File: config.mk
export PLATFORM = sky130hd
export DESIGN_NAME = sd_cmd_engine
export DESIGN_NICKNAME = d
export VERILOG_FILES = /design/src/rtl/sd_cmd_engine_pkg.sv /design/src/rtl/sd_cmd_engine_crc7.sv /design/src/rtl/sd_cmd_engine.sv
export SDC_FILE = /design/constraint.sdc
export NUM_CORES = 1
export LEC_CHECK = 0
export CAP_MARGIN = 20
export CORE_UTILIZATION = 50
export DETAILED_ROUTE_END_ITERATION = 10
export PLACE_DENSITY = 0.88
export SLEW_MARGIN = 25
export SYNTH_ARGS = -nofsm -noshare
export SYNTH_HDL_FRONTEND = slang
export SYNTH_SLANG_ARGS = --single-unit
File: constraint.sdc
create_clock -name clock -period 14.7 [get_ports clock]
set_input_delay 1.47 -clock clock [delete_from_list [all_inputs] [get_ports clock]]
set_output_delay 1.47 -clock clock [all_outputs]
set_load 0.02 [all_outputs]
File: src/rtl/sd_cmd_engine_pkg.sv
// sd_cmd_pkg
//   Shared types and constants for the SD command-path engine:
//   - resp_type_e : response format expected for a command index
//   - state_e     : command engine FSM states
//   - resp_type_of: maps a 6-bit command index onto its response format
//   - START_BITS / END_BIT: fixed framing bits of a 48-bit command
package sd_cmd_pkg;

  typedef enum logic [2:0] {
    NONE,
    R1,
    R1B,
    R2,
    R3
  } resp_type_e;

  typedef enum logic [2:0] {
    IDLE,
    SEND,
    WAIT_RESP,
    CHECK,
    DONE
  } state_e;

  localparam logic [1:0] START_BITS = 2'b01;
  localparam logic       END_BIT    = 1'b1;

  function automatic resp_type_e resp_type_of(input logic [5:0] index);
    resp_type_e t;
    case (index)
      6'd0, 6'd4, 6'd15:  t = NONE;
      6'd2, 6'd9, 6'd10:  t = R2;
      6'd41:              t = R3;
      6'd12:              t = R1B;
      default:            t = R1;
    endcase
    return t;
  endfunction

endpackage

File: src/rtl/sd_cmd_engine_crc7.sv
// sd_crc7
//   Combinational CRC7 (x^7 + x^3 + 1, zero seed) over DATA_W bits,
//   most significant bit first.
//   Ports:
//     data  in  DATA_W  bits to protect, MSB shifted first
//     crc   out 7       resulting CRC7
module sd_crc7 #(
  parameter int DATA_W = 40
) (
  input  logic [DATA_W-1:0] data,
  output logic [6:0]        crc
);

  logic [6:0] acc;
  logic       fb;

  // Bit-serial LFSR unrolled across the whole word. Because the seed is
  // zero, leading zero bits leave the register untouched, so a short
  // message can be right-aligned into a wider instance.
  always_comb begin
    acc = 7'd0;
    fb  = 1'b0;
    for (int i = DATA_W - 1; i >= 0; i--) begin
      fb  = data[i] ^ acc[6];
      acc = {acc[5:0], 1'b0} ^ {3'b000, fb, 2'b00, fb};
    end
    crc = acc;
  end

endmodule

File: src/rtl/sd_cmd_engine.sv
// sd_cmd_engine
//   SD command-path controller: frames a host command, hands it to the
//   serial layer, waits for the response with a timeout, checks index and
//   CRC7, and retransmits on timeout or CRC failure.
//   Ports:
//     clock, reset               clock, synchronous active-low reset
//     new_command, cmd_index,    host request (sampled in IDLE), index and
//     cmd_argument               argument held until command_complete
//     busy, idle_out             engine activity indicators
//     response                   latched 128-bit response payload
//     command_complete           one-cycle pulse on entry to DONE
//     command_index_error,       final-attempt status flags
//     command_timeout, crc_error
//     retry_count                attempts used beyond the first
//     strobe_out, cmd_out        48-bit frame offered to the serial layer
//     serial_ready               serial layer has shifted the frame out
//     strobe_in, cmd_in          received response pulse and payload
//     ack_out, ack_in            response handshake in DONE
module sd_cmd_engine
  import sd_cmd_pkg::*;
#(
  parameter int  TIMEOUT_CYCLES = 64,
  parameter int  MAX_RETRIES    = 2,
  localparam int CNT_W          = $clog2(TIMEOUT_CYCLES + 1)
) (
  input  logic         clock,
  input  logic         reset,
  input  logic         new_command,
  input  logic [5:0]   cmd_index,
  input  logic [31:0]  cmd_argument,
  output logic         busy,
  output logic [127:0] response,
  output logic         command_complete,
  output logic         command_index_error,
  output logic         command_timeout,
  output logic         crc_error,
  output logic [1:0]   retry_count,
  output logic         strobe_out,
  output logic [47:0]  cmd_out,
  output logic         idle_out,
  output logic         ack_out,
  input  logic         serial_ready,
  input  logic         strobe_in,
  input  logic [135:0] cmd_in,
  input  logic         ack_in
);

  localparam logic [CNT_W-1:0] CNT_LAST = CNT_W'(TIMEOUT_CYCLES - 1);
  localparam logic [1:0]       MAX_R    = MAX_RETRIES[1:0];

  state_e           state;
  resp_type_e       rtype;
  logic [CNT_W-1:0] counter;
  logic [127:1]     rx;
  logic [6:0]       tx_crc;
  logic [6:0]       rx_crc;
  logic [119:0]     rx_crc_data;
  logic             idx_err;
  logic             crc_err;
  logic             retries_left;

  // The transmit CRC is taken from the live host inputs because the frame
  // is assembled on the same edge that accepts the command.
  sd_crc7 #(.DATA_W(40)) u_tx_crc (
    .data ({START_BITS, cmd_index, cmd_argument}),
    .crc  (tx_crc)
  );

  // One 120-bit receive checker serves both response widths: a 40-bit R1
  // body is right-aligned with zero padding, which a zero-seeded CRC ignores.
  sd_crc7 #(.DATA_W(120)) u_rx_crc (
    .data (rx_crc_data),
    .crc  (rx_crc)
  );

  // Response checks evaluated during CHECK. R2 carries no echoed index and
  // R3 carries no valid CRC, so those checks are masked by type.
  always_comb begin
    rx_crc_data  = (rtype == R2) ? rx[127:8] : {80'd0, rx[47:8]};
    idx_err      = ((rtype == R1) || (rtype == R1B)) && (rx[45:40] != cmd_out[45:40]);
    crc_err      = (rtype != R3) && (rx_crc != rx[7:1]);
    retries_left = (retry_count < MAX_R);
  end

  // Main command FSM. Every output is a register; command_complete is
  // cleared by default so it only survives the cycle it was set for.
  always_ff @(posedge clock) begin
    if (!reset) begin
      state               <= IDLE;
      rtype               <= NONE;
      counter             <= '0;
      rx                  <= '0;
      busy                <= 1'b0;
      response            <= '0;
      command_complete    <= 1'b0;
      command_index_error <= 1'b0;
      command_timeout     <= 1'b0;
      crc_error           <= 1'b0;
      retry_count         <= 2'd0;
      strobe_out          <= 1'b0;
      cmd_out             <= '0;
      idle_out            <= 1'b1;
      ack_out             <= 1'b0;
    end else begin
      command_complete <= 1'b0;
      case (state)
        IDLE: begin
          if (new_command) begin
            state               <= SEND;
            rtype               <= resp_type_of(cmd_index);
            cmd_out             <= {START_BITS, cmd_index, cmd_argument, tx_crc, END_BIT};
            retry_count         <= 2'd0;
            response            <= '0;
            command_index_error <= 1'b0;
            command_timeout     <= 1'b0;
            crc_error           <= 1'b0;
            strobe_out          <= 1'b1;
            busy                <= 1'b1;
            idle_out            <= 1'b0;
          end
        end
        SEND: begin
          if (serial_ready) begin
            strobe_out <= 1'b0;
            counter    <= '0;
            if (rtype == NONE) begin
              state            <= DONE;
              command_complete <= 1'b1;
              ack_out          <= 1'b1;
            end else begin
              state <= WAIT_RESP;
            end
          end
        end
        WAIT_RESP: begin
          counter <= counter + 1'b1;
          if (strobe_in) begin
            rx    <= cmd_in[127:1];
            state <= CHECK;
          end else if (counter == CNT_LAST) begin
            if (retries_left) begin
              retry_count <= retry_count + 1'b1;
              strobe_out  <= 1'b1;
              state       <= SEND;
            end else begin
              command_timeout  <= 1'b1;
              command_complete <= 1'b1;
              ack_out          <= 1'b1;
              state            <= DONE;
            end
          end
        end
        CHECK: begin
          if (crc_err && retries_left) begin
            retry_count <= retry_count + 1'b1;
            strobe_out  <= 1'b1;
            state       <= SEND;
          end else begin
            command_index_error <= idx_err;
            crc_error           <= crc_err;
            case (rtype)
              R2:      response              <= {rx[127:8], 8'h00};
              R1B:     response[127:96]      <= rx[39:8];
              default: response[31:0]        <= rx[39:8];
            endcase
            command_complete <= 1'b1;
            ack_out          <= 1'b1;
            state            <= DONE;
          end
        end
        DONE: begin
          if (ack_in) begin
            ack_out  <= 1'b0;
            busy     <= 1'b0;
            idle_out <= 1'b1;
            state    <= IDLE;
          end
        end
        default: state <= IDLE;
      endcase
    end
  end

endmodule
# Word level (Yosys, flattened, before mapping)
# Cells that the tools add are included.
dict set report totals {
  ff_bits 325
  latchBits 0
  ram_bits 0
  romBits 0
  input_bits 180
  out_inout_bits 186
  n_memories 0
}
dict set report classes {
  add_sub_neg 2
  multipliers 0
  div 0
  magnitude_cmp 1
  n_eq_ne 32
  shifts 0
  muxes 56
  bitwise 310
  n_reduce_logical 29
}
# operator n
set ops {}
lappend ops {{$xor A7 B4 Y7} 154}
lappend ops {{$mux W128} 2}
lappend ops {{$pmux W128 S2} 1}
lappend ops {{$xor A1 B1 Y1} 152}
lappend ops {{$pmux W32 S2} 2}
lappend ops {{$mux W120} 1}
lappend ops {{$mux W64} 1}
lappend ops {{$eq A6 B4 Y1 const B} 4}
lappend ops {{$mux W3} 8}
lappend ops {{$ne A2 B2 Y1 const B} 12}
lappend ops {{$mux W1} 23}
lappend ops {{$reduce_and A4 Y1} 4}
lappend ops {{$pmux W3 S5} 1}
lappend ops {{$pmux W7 S2} 1}
lappend ops {{$eq A3 B2 Y1 const B} 4}
lappend ops {{$pmux W3 S4} 1}
lappend ops {{$mux W2} 5}
lappend ops {{$pmux W1 S2} 5}
lappend ops {{$ne A3 B3 Y1 const B} 3}
lappend ops {{$pmux W1 S4} 2}
lappend ops {{$reduce_and A8 Y1} 1}
lappend ops {{$reduce_bool A2 Y1} 4}
lappend ops {{$reduce_bool A4 Y1} 2}
lappend ops {{$add A7 B1 Y7 const B} 1}
lappend ops {{other kinds (27)} 36}

# Depth between registers and ports, before layout
# Gate-level depths: netlist of the first run.
dict set report logic_depth {
  word_depth 243
  ltp_mapped 22
  ltp_nobuf 18
}

# Hierarchy
# From an unflattened synthesis of the first run, not the netlist that was laid out.
dict set report hier_totals {
  hier_cells 1934
  hier_area_um2 18064.8
}
# mod n_inst cells_per_inst area_per_inst_um2
set modules_own_cells {}
lappend modules_own_cells {sd_cmd_engine 1 1644 14092.3}
lappend modules_own_cells {{sd_crc7 (u_rx_crc)} 1 221 3032.9}
lappend modules_own_cells {{sd_crc7 (u_tx_crc)} 1 69 939.7}

# Worst setup path before layout of the first run
# Ideal clock, no wire load.
dict set report synth_timing {
  path_type {register -> register}
  startpoint {reg rx[127] (netlist bit)}
  endpoint {reg response[72]}
  setup_ps 117
  t_arrival_ps 6173
  required_time_ps 14583
  setup_slack_ps 8410
  path_stages_with_launch 21
  period_less_slack_ps 6290
  path_cell_list {dfxtp_1 -> xnor3_2 -> xnor3_1 -> xor3_1 -> nor2_2 -> xnor2_2 -> xnor3_1 -> xor3_2 -> xnor3_1 -> xnor3_1 -> xnor3_1 -> xnor2_2 -> xnor3_1 -> or2_0 -> mux2i_1 -> o211ai_1 -> o211ai_4 -> a31oi_2 -> buf_2 -> buf_4 -> a22o_1}
}
dict set report synth_via {
  elab_chain_cells 154
  word_cells_on_any_way 235
  classes_between {eq/ne: 2; mux: 1; bitwise: 229; reduce/logical: 3}
}
# element line_no
set synth_lines {}
lappend synth_lines {{from (decl)} sd_cmd_engine.sv:54} ;# logic [127:1] rx;
lappend synth_lines {{from (signal assigned)} sd_cmd_engine.sv:138} ;# rx <= cmd_in[127:1];
lappend synth_lines {{$mux W120 *} sd_cmd_engine.sv:79} ;# rx_crc_data = (rtype == R2) ? rx[127:8] : {80'd0, rx[47:8]};
lappend synth_lines {{$xor A5 B4 Y5 *} sd_cmd_engine_crc7.sv:25} ;# acc = {acc[5:0], 1'b0} ^ {3'b000, fb, 2'b00, fb};
lappend synth_lines {{$xor A7 B4 Y7 * (2 in a row)} sd_cmd_engine_crc7.sv:25}
lappend synth_lines {{$xor A1 B1 Y1 or $xor A7 B4 Y7 (tied branches)} {sd_cmd_engine_crc7.sv:24, sd_cmd_engine_crc7.sv:25}}
lappend synth_lines {{$xor A7 B4 Y7 * (4 in a row)} sd_cmd_engine_crc7.sv:25}
lappend synth_lines {{$xor A1 B1 Y1 or $xor A7 B4 Y7 (tied branches)} {sd_cmd_engine_crc7.sv:24, sd_cmd_engine_crc7.sv:25}}
lappend synth_lines {{$xor A7 B4 Y7 * (4 in a row)} sd_cmd_engine_crc7.sv:25}
lappend synth_lines {{$xor A1 B1 Y1 or $xor A7 B4 Y7 (tied branches)} {sd_cmd_engine_crc7.sv:24, sd_cmd_engine_crc7.sv:25}}
lappend synth_lines {{[... 125 more ...]} n/a}
lappend synth_lines {{$xor A7 B4 Y7 * (7 in a row)} sd_cmd_engine_crc7.sv:25}
lappend synth_lines {{$xor A1 B1 Y1 or $xor A7 B4 Y7 (tied branches)} {sd_cmd_engine_crc7.sv:24, sd_cmd_engine_crc7.sv:25}}
lappend synth_lines {{$xor A7 B4 Y7 *} sd_cmd_engine_crc7.sv:25}
lappend synth_lines {{$ne A7 B7 Y1 *} sd_cmd_engine.sv:81} ;# crc_err = (rtype != R3) && (rx_crc != rx[7:1]);
lappend synth_lines {{$logic_and A1 B1 Y1 *} sd_cmd_engine.sv:81}
lappend synth_lines {{$logic_and A1 B1 Y1 *} sd_cmd_engine.sv:154} ;# if (crc_err && retries_left) begin
lappend synth_lines {{$ne A2 B2 Y1 (no source line) *} n/a}
lappend synth_lines {{$reduce_and A4 Y1 (no source line) *} n/a}
lappend synth_lines {{to (signal assigned)} sd_cmd_engine.sv:162} ;# R2: response <= {rx[127:8], 8'h00};
lappend synth_lines {{to (decl)} sd_cmd_engine.sv:32} ;# output logic [127:0] response,
# Mark *: on every way between the ends. The rest lies on a longest branch, timed or not.
# A chain may end at the register's enable or synchronous reset.

# Final worst setup path of the first run
dict set report layout_timing {
  startpoint {reg rx[127] (netlist bit)}
  endpoint {reg response[109]}
}
# The elaborated chain is that of the path after synthesis.

==> results_dict.tcl, run 1 <==
set metrics [dict create \
    ys_async_sr_fraction_pct 0 \
    routed_via_density 5.502 \
    clock_skew_ps 20.06 \
    clock-sinks 324 \
    placeableCoreArea_mm2 0.03362 \
    fp.dieH_um 187.1 \
    path_class "reg2reg" \
    initial_utilization_pct 50.94 \
    drt-pass1-iter-count 7 \
    post_cts_buffers 0 \
    synth_ff_type "dfxtp_1" \
    numPortBuffers 355 \
    rrSetupSlack_ps 7210 \
    setup_viol 0 \
    ys_warn_count 0 \
    fmax_mhz 133.6 \
    worst_setup_path_start_kind "flip-flop" \
    antenna_left 0 \
    hold_end "cmd_out[18]" \
    worstHoldPathCells 2 \
    multi_input_area_mm2 0.01013 \
    syn_avg_cell_area_um2 8.859 \
    stdcell_area_mm2 0.02203 \
    std_cell_rows 67 \
    clockRootBuffer "clkbuf_16" \
    grt_pass1_wl_um 79940 \
    min_from "cmd_out[18]" \
    grt_max_degree 129 \
    syn_area_mm2 0.01712 \
    hold_viol_final 0 \
    min_path_type "reg2reg" \
    cap_violations 0 \
    period_share_pct 50.93 \
    post-route-drc-count 0 \
    overflow 0 \
    seq_area_frac_synth_pct 37.88 \
    critPathArrivalTime_ps 7880 \
    required_ps 15100 \
    synth_nets 2114 \
    nets 2394 \
    setup_tns_ps 0 \
    num-fill-cells 2554 \
    netlist_top_cells_area "dfxtp_1 (38%), nand2_1 (13%), xnor2_1 (10%)" \
    num_io_pins 366 \
    relSlewSlack_pct 27.83 \
    cp-end-kind "flip-flop" \
    cts-resized-gates 0 \
    slew_viol_final 0 \
    htree_levels 2 \
    timing.final.crit_period_ps 7487 \
    grt.total_usage_pct 28.69 \
    drive_gt1_share_pct 6.351 \
    p_leak_nw 8.447 \
    synth.ff_latch_count 324 \
    dieArea_mm2 0.03499 \
    seq_area_mm2 0.006486 \
    via_count 14779 \
    cts_buffers 35 \
    antenna_found_initial 3 \
    yosysTopAreaCell "dfxtp_1" \
    rsz0062_at_grt "no" \
    clock_latency_ps 520 \
    tightest_slew_ps 1082 \
    place.gp.congestion 0.9266 \
    synth_common_cells "nand2_1 (586), dfxtp_1 (324), xnor2_1 (195), a21oi_1 (192), clkbuf_1 (101)" \
    timing.rr.end "response[109]" \
    dpl.hpwl_um 36670 \
    status "complete, no violations" \
    syn2layout_area_growth_pct 28.66 \
    synth_top_area_share_pct 37.88 \
    drtIter0Drc 982 \
    hold_buffers 0 \
    r2r_cells 19 \
    postPlaceCellArea_mm2 0.02087 \
    r2r_start "rx[127]" \
    wl_um 51690 \
    clk_pin_slew_ps 60 \
    crit_path_max_fanout 20 \
    synth_cell_type_count 59 \
    power_density_mw_per_mm2 119.4 \
    die_w_um 187.1 \
    cts_buffer_depth 3 \
    grt_pass1_vias 14535 \
    cts_tree "yes" \
    synthCells 1933 \
    synth_edf_count 0 \
    synth_most_common_cell "nand2_1" \
    wire_per_inst_um 19.24 \
    ir_drop_v 0.0001320 \
]
[kinds of logic (layout without fill, tap and decap cells)]
group | count (synthesis) | after routing | synth area share (%)
AOI/OAI and AO/OA | 280 | 280 | 9.747
muxes | 120 | 120 | 7.248
other | 1 | 3 | 0.02190
adders and majority gates | 1 | 1 | 0.07306
and+or+nand+nor | 718 | 718 | 16.82
DFF | 324 | 324 | 37.88
xor gates and xnor gates | 355 | 355 | 25.00
buffers and inverters | 134 | 437 | 3.215
[cell usage in the layout, fill, tap and decap left out, types with 11 or more instances in the layout]
master,Yosys,routed
nand2_1,586,585
clkdlybuf4s50_1,0,354
dfxtp_1,324,324
xnor2_1,195,195
a21oi_1,192,192
mux2i_1,88,88
xor2_1,73,73
xnor3_1,62,62
nor2_1,56,52
a22o_1,48,48
clkbuf_16,0,35
mux2_2,32,32
nand3_1,26,26
o21ai_0,14,14
buf_4,5,11
[metal layers]
| layer | vias to the layer above | global-route usage, % | routed length [um] |
|---|---|---|---|
| met5 | - | 0 | 30 |
| met4 | 4 | 10.47 | 1859 |
| met3 | 130 | 6.604 | 4728 |
| met2 | 716 | 48.57 | 24620 |
| met1 | 6991 | 35.56 | 20450 |
| li1 | 6938 | - | - |
[stage by stage]
stage / hold WS, ps / worst slack [ps] / instances / utilization [%] / power, mW
finish: 450.5 / 7213 / 2686 / 65.54 / 2.631
global route: 482.7 / 6943 / 2684 / 65.52 / 2.732
CTS: 455.0 / 6946 / 2682 / 65.40 / 2.632
detailed placement: 447.0 / 7044 / 2622 / 62.09 / 1.768
global placement: 441.0 / 7244 / 2621 / 62.00 / 1.739
floorplan: 436.8 / 8410 / 1933 / - / 1.543
[worst max-delay path: stages (launching register included)]
cell and delay (ps):
dfxtp_1 410, xnor3_2 530, xnor3_2 510, xnor3_1 420, xnor2_1 280, mux2i_1 340, xor2_1 390, xnor3_1 500
xnor2_1 370, xnor3_1 460, xnor3_1 480, xnor2_2 270, xnor3_1 360, or2_0 210, mux2i_1 130, o211ai_1 210
o211ai_4 410, nand3_2 550, buf_16 380, mux2i_1 140
[registers in the layout (all words and copies together) (netlist names)]
name	flops
busy	1
state	3
command_timeout	1
crc_error	1
retry_count	2
command_complete	1
ack_out	1
idle_out	1
counter	7
cmd_out	46
command_index_error	1
rtype	3
strobe_out	1
response	128
rx	127
[where the power goes]
group          switching (mW)  internal, mW  total (mW)  leakage [nW]
logic                   0.430         0.382       0.812          5.28
registers              0.0356         0.916       0.951          2.62
clock network           0.359         0.509       0.868         0.550
[cell type report]
class | instances | share of cell area [%]
Tap cell | 448 | 2.544
Timing Repair Buffer | 369 | 16.78
Inverter | 8 | 0.1590
Clock inverter | 11 | 0.5225
Multi-Input combinational cell | 1475 | 46.00
Sequential cell | 324 | 29.44
Clock buffer | 49 | 4.532
Antenna cell | 2 | 0.02272
[worst max-delay path by stage]
stage	startpoint	end	slack [ps]
after CTS	rx[127]	response[17]	6950
after global placement	rx[127]	response[107]	7240
after global routing	rx[127]	response[113]	6940
after floorplan	rx[127]	response[72]	8410
final	rx[127]	response[109]	7210
after detailed placement	rx[127]	response[1]	7040
(Power assumes the default switching activity.)
==> run 2, diff against run 1 <==
==> constraint.sdc (replaced) <==
create_clock -name clock -period 7.24 [get_ports clock]
set_input_delay 0.724 -clock clock [delete_from_list [all_inputs] [get_ports clock]]
set_output_delay 0.724 -clock clock [all_outputs]
set_load 0.02 [all_outputs]
==> results_dict.tcl, run 2 (synthesis gave the netlist of run 1 again) <==
set metrics [dict create \
    status "complete, no violations" \
    num-fill-cells 2526 \
    overflow 0 \
    place.gp.congestion 0.9200 \
    syn2layout_area_growth_pct 30.32 \
    grt_max_degree 133 \
    antenna_left 0 \
    nets 2407 \
    clk_pin_slew_ps 60 \
    tightest_slew_ps 969.8 \
    setup_tns_ps 0 \
    setup_slack_ps 214.3 \
    hold_buffers 0 \
    numPortBuffers 355 \
    crit_path_max_fanout 48 \
    gr-usage-met2_pct 48.56 \
    critPathArrivalTime_ps 7410 \
    path_class "reg2reg" \
    routed_via_density 5.467 \
    slew_viol_final 0 \
    ir_drop_v 0.0002322 \
    finish.utilization_pct 66.39 \
    largest_register "response" \
    critical-path-top-delay-family "XOR/XNOR gates" \
    clock-sinks 324 \
    clockRootBuffer "clkbuf_16" \
    post-route-drc-count 0 \
    setup_viol 0 \
    cts_tree "yes" \
    grt.total_usage_pct 28.45 \
    pre_cts_ws_ps 102.4 \
    dpl.hpwl_um 36540 \
    power_density_mw_per_mm2 243.9 \
    die_w_um 187.1 \
    htree_levels 2 \
    clock_latency_ps 510 \
    cp-end-kind "flip-flop" \
    std_cell_rows 67 \
    crit_buf_inv 2 \
    relSlewSlack_pct 35.35 \
    top_regs "response (128), rx (127), cmd_out (46)" \
    grt_util_met3_pct 6.004 \
    drt-pass1-iter-count 6 \
    drive_gt1_share_pct 7.644 \
    p_leak_nw 8.571 \
    cpPeakStageDelay_ps 560 \
    antenna_found_initial 3 \
    hold_viol_final 0 \
    final_common_cell "nand2_1" \
    cts_buffer_depth 3 \
    min_path_type "reg2reg" \
    crit_slowest_cell "xnor3_2" \
    top_usage_layer "met2" \
    grt_pass1_wl_um 79290 \
    drtIter0Drc 993 \
    cp_common_cell "xnor3_1" \
    largest_register_ffs 128 \
    cts_buffers 36 \
    crit_chain "xnor3_2 > xnor3_1 > xor3_1 > nor2_2 > xnor2_2 > xnor3_2 > xor3_2 > xnor3_1 > xnor3_1 > xnor3_1 > xnor2_2 > xnor3_1 > or2_0 > mux2i_1 > o211ai_1 > o211ai_4 > buf_4 > a31oi_4 > buf_12 > a22o_1" \
    clock_skew_ps 15.24 \
    cap_violations 0 \
    required_ps 7620 \
    period_share_pct 97.04 \
    fmax_mhz 142.3 \
    timing.final.crit_period_ps 7026 \
    num_io_pins 366 \
    grt_pass1_vias 14557 \
    placeableCoreArea_mm2 0.03362 \
    wire_per_inst_um 19.15 \
    dieArea_mm2 0.03499 \
    via_count 14755 \
    initial_utilization_pct 50.94 \
    wl_um 51700 \
    worst_setup_path_start_kind "flip-flop" \
    globalRouteMet1Util_pct 35.87 \
    fp.dieH_um 187.1 \
    mostFrequentLayoutCells "nand2_1 (585), clkdlybuf4s50_1 (354), dfxtp_1 (323)" \
]
==> run 2: cell types whose count changed in the layout (fill, tap and decap cells not counted), sizes merged <==
cell and change:
inv -2, bufinv +1, buf +12, clkinv +1
clkinvlp +2, diode -1
==> run 2: power by group <==
| group | internal [mW] | switching (mW) | leakage, nW | total [mW] |
|---|---|---|---|---|
| Combinational | 0.793 | 0.863 | 5.36 | 1.66 |
| Clock | 1.12 | 0.732 | 0.589 | 1.85 |
| Sequential | 1.86 | 0.0732 | 2.62 | 1.93 |
| Total | 3.78 | 1.67 | 8.57 | 5.44 |
==> run 2: worst reg2reg max path, stage by stage, from the launching register on <==
cell      delay, ps
dfxtp_1         440
xnor3_2         570
xnor3_1         430
xor3_1          410
nor2_2          200
xnor2_2         180
xnor3_2         480
xor3_2          500
xnor3_1         470
xnor3_1         420
xnor3_1         560
xnor2_2         280
xnor3_1         360
or2_0           210
mux2i_1         120
o211ai_1        190
o211ai_4        320
buf_4           170
a31oi_4          90
buf_12          240
a22o_1          260
==> run 2: final timing paths <==
path / startpoint / end / slack [ps] / depth (start not counted)
max: rx[124] / response[92] / 210 / 20
min: cmd_out[11] / cmd_out[11] / 450 / 2
max reg2reg: rx[124] / response[92] / 210 / 20
min reg2reg: cmd_out[11] / cmd_out[11] / 450 / 2
==> run 2: layout make-up <==
| cell class | count | area [um^2] | share of cell area (%) |
|---|---|---|---|
| multi-input cells | 1475 | 10190 | 45.67 |
| flip-flops and latches | 324 | 6487 | 29.07 |
| repair buffers | 381 | 3836 | 17.19 |
| clock buffers | 49 | 1051 | 4.710 |
| well taps | 448 | 560.5 | 2.512 |
| clock inverters | 13 | 151.4 | 0.6784 |
| inverters | 8 | 35.03 | 0.1570 |
| diodes | 1 | 2.502 | 0.01121 |
==> run 2: metrics by stage <==
| stage | hold WS, ps | power (mW) | std cells | instance area [um^2] |
|---|---|---|---|---|
| after global placement | 441.1 | 3.539 | 2628 | 20940 |
| after global routing | 473.9 | 5.668 | 2698 | 22310 |
| after detailed placement | 447.1 | 3.581 | 2628 | 20950 |
| final | 453.7 | 5.443 | 2699 | 22320 |
| after floorplan | 436.8 | 3.134 | 1933 | 17120 |
| after CTS | 456.3 | 5.433 | 2690 | 22150 |
==> run 2: layer usage <==
metal,vias to the layer above,share of wire (%)
met1,7034,40
met5,-,0.058
met3,99,8.4
li1,6950,-
met4,4,2.8
met2,668,48
==> run 2: what timing repair did <==
item	in CTS	in global routing
gates resized for setup	0	11
setup buffers	0	6
setup endpoints to repair	0	130
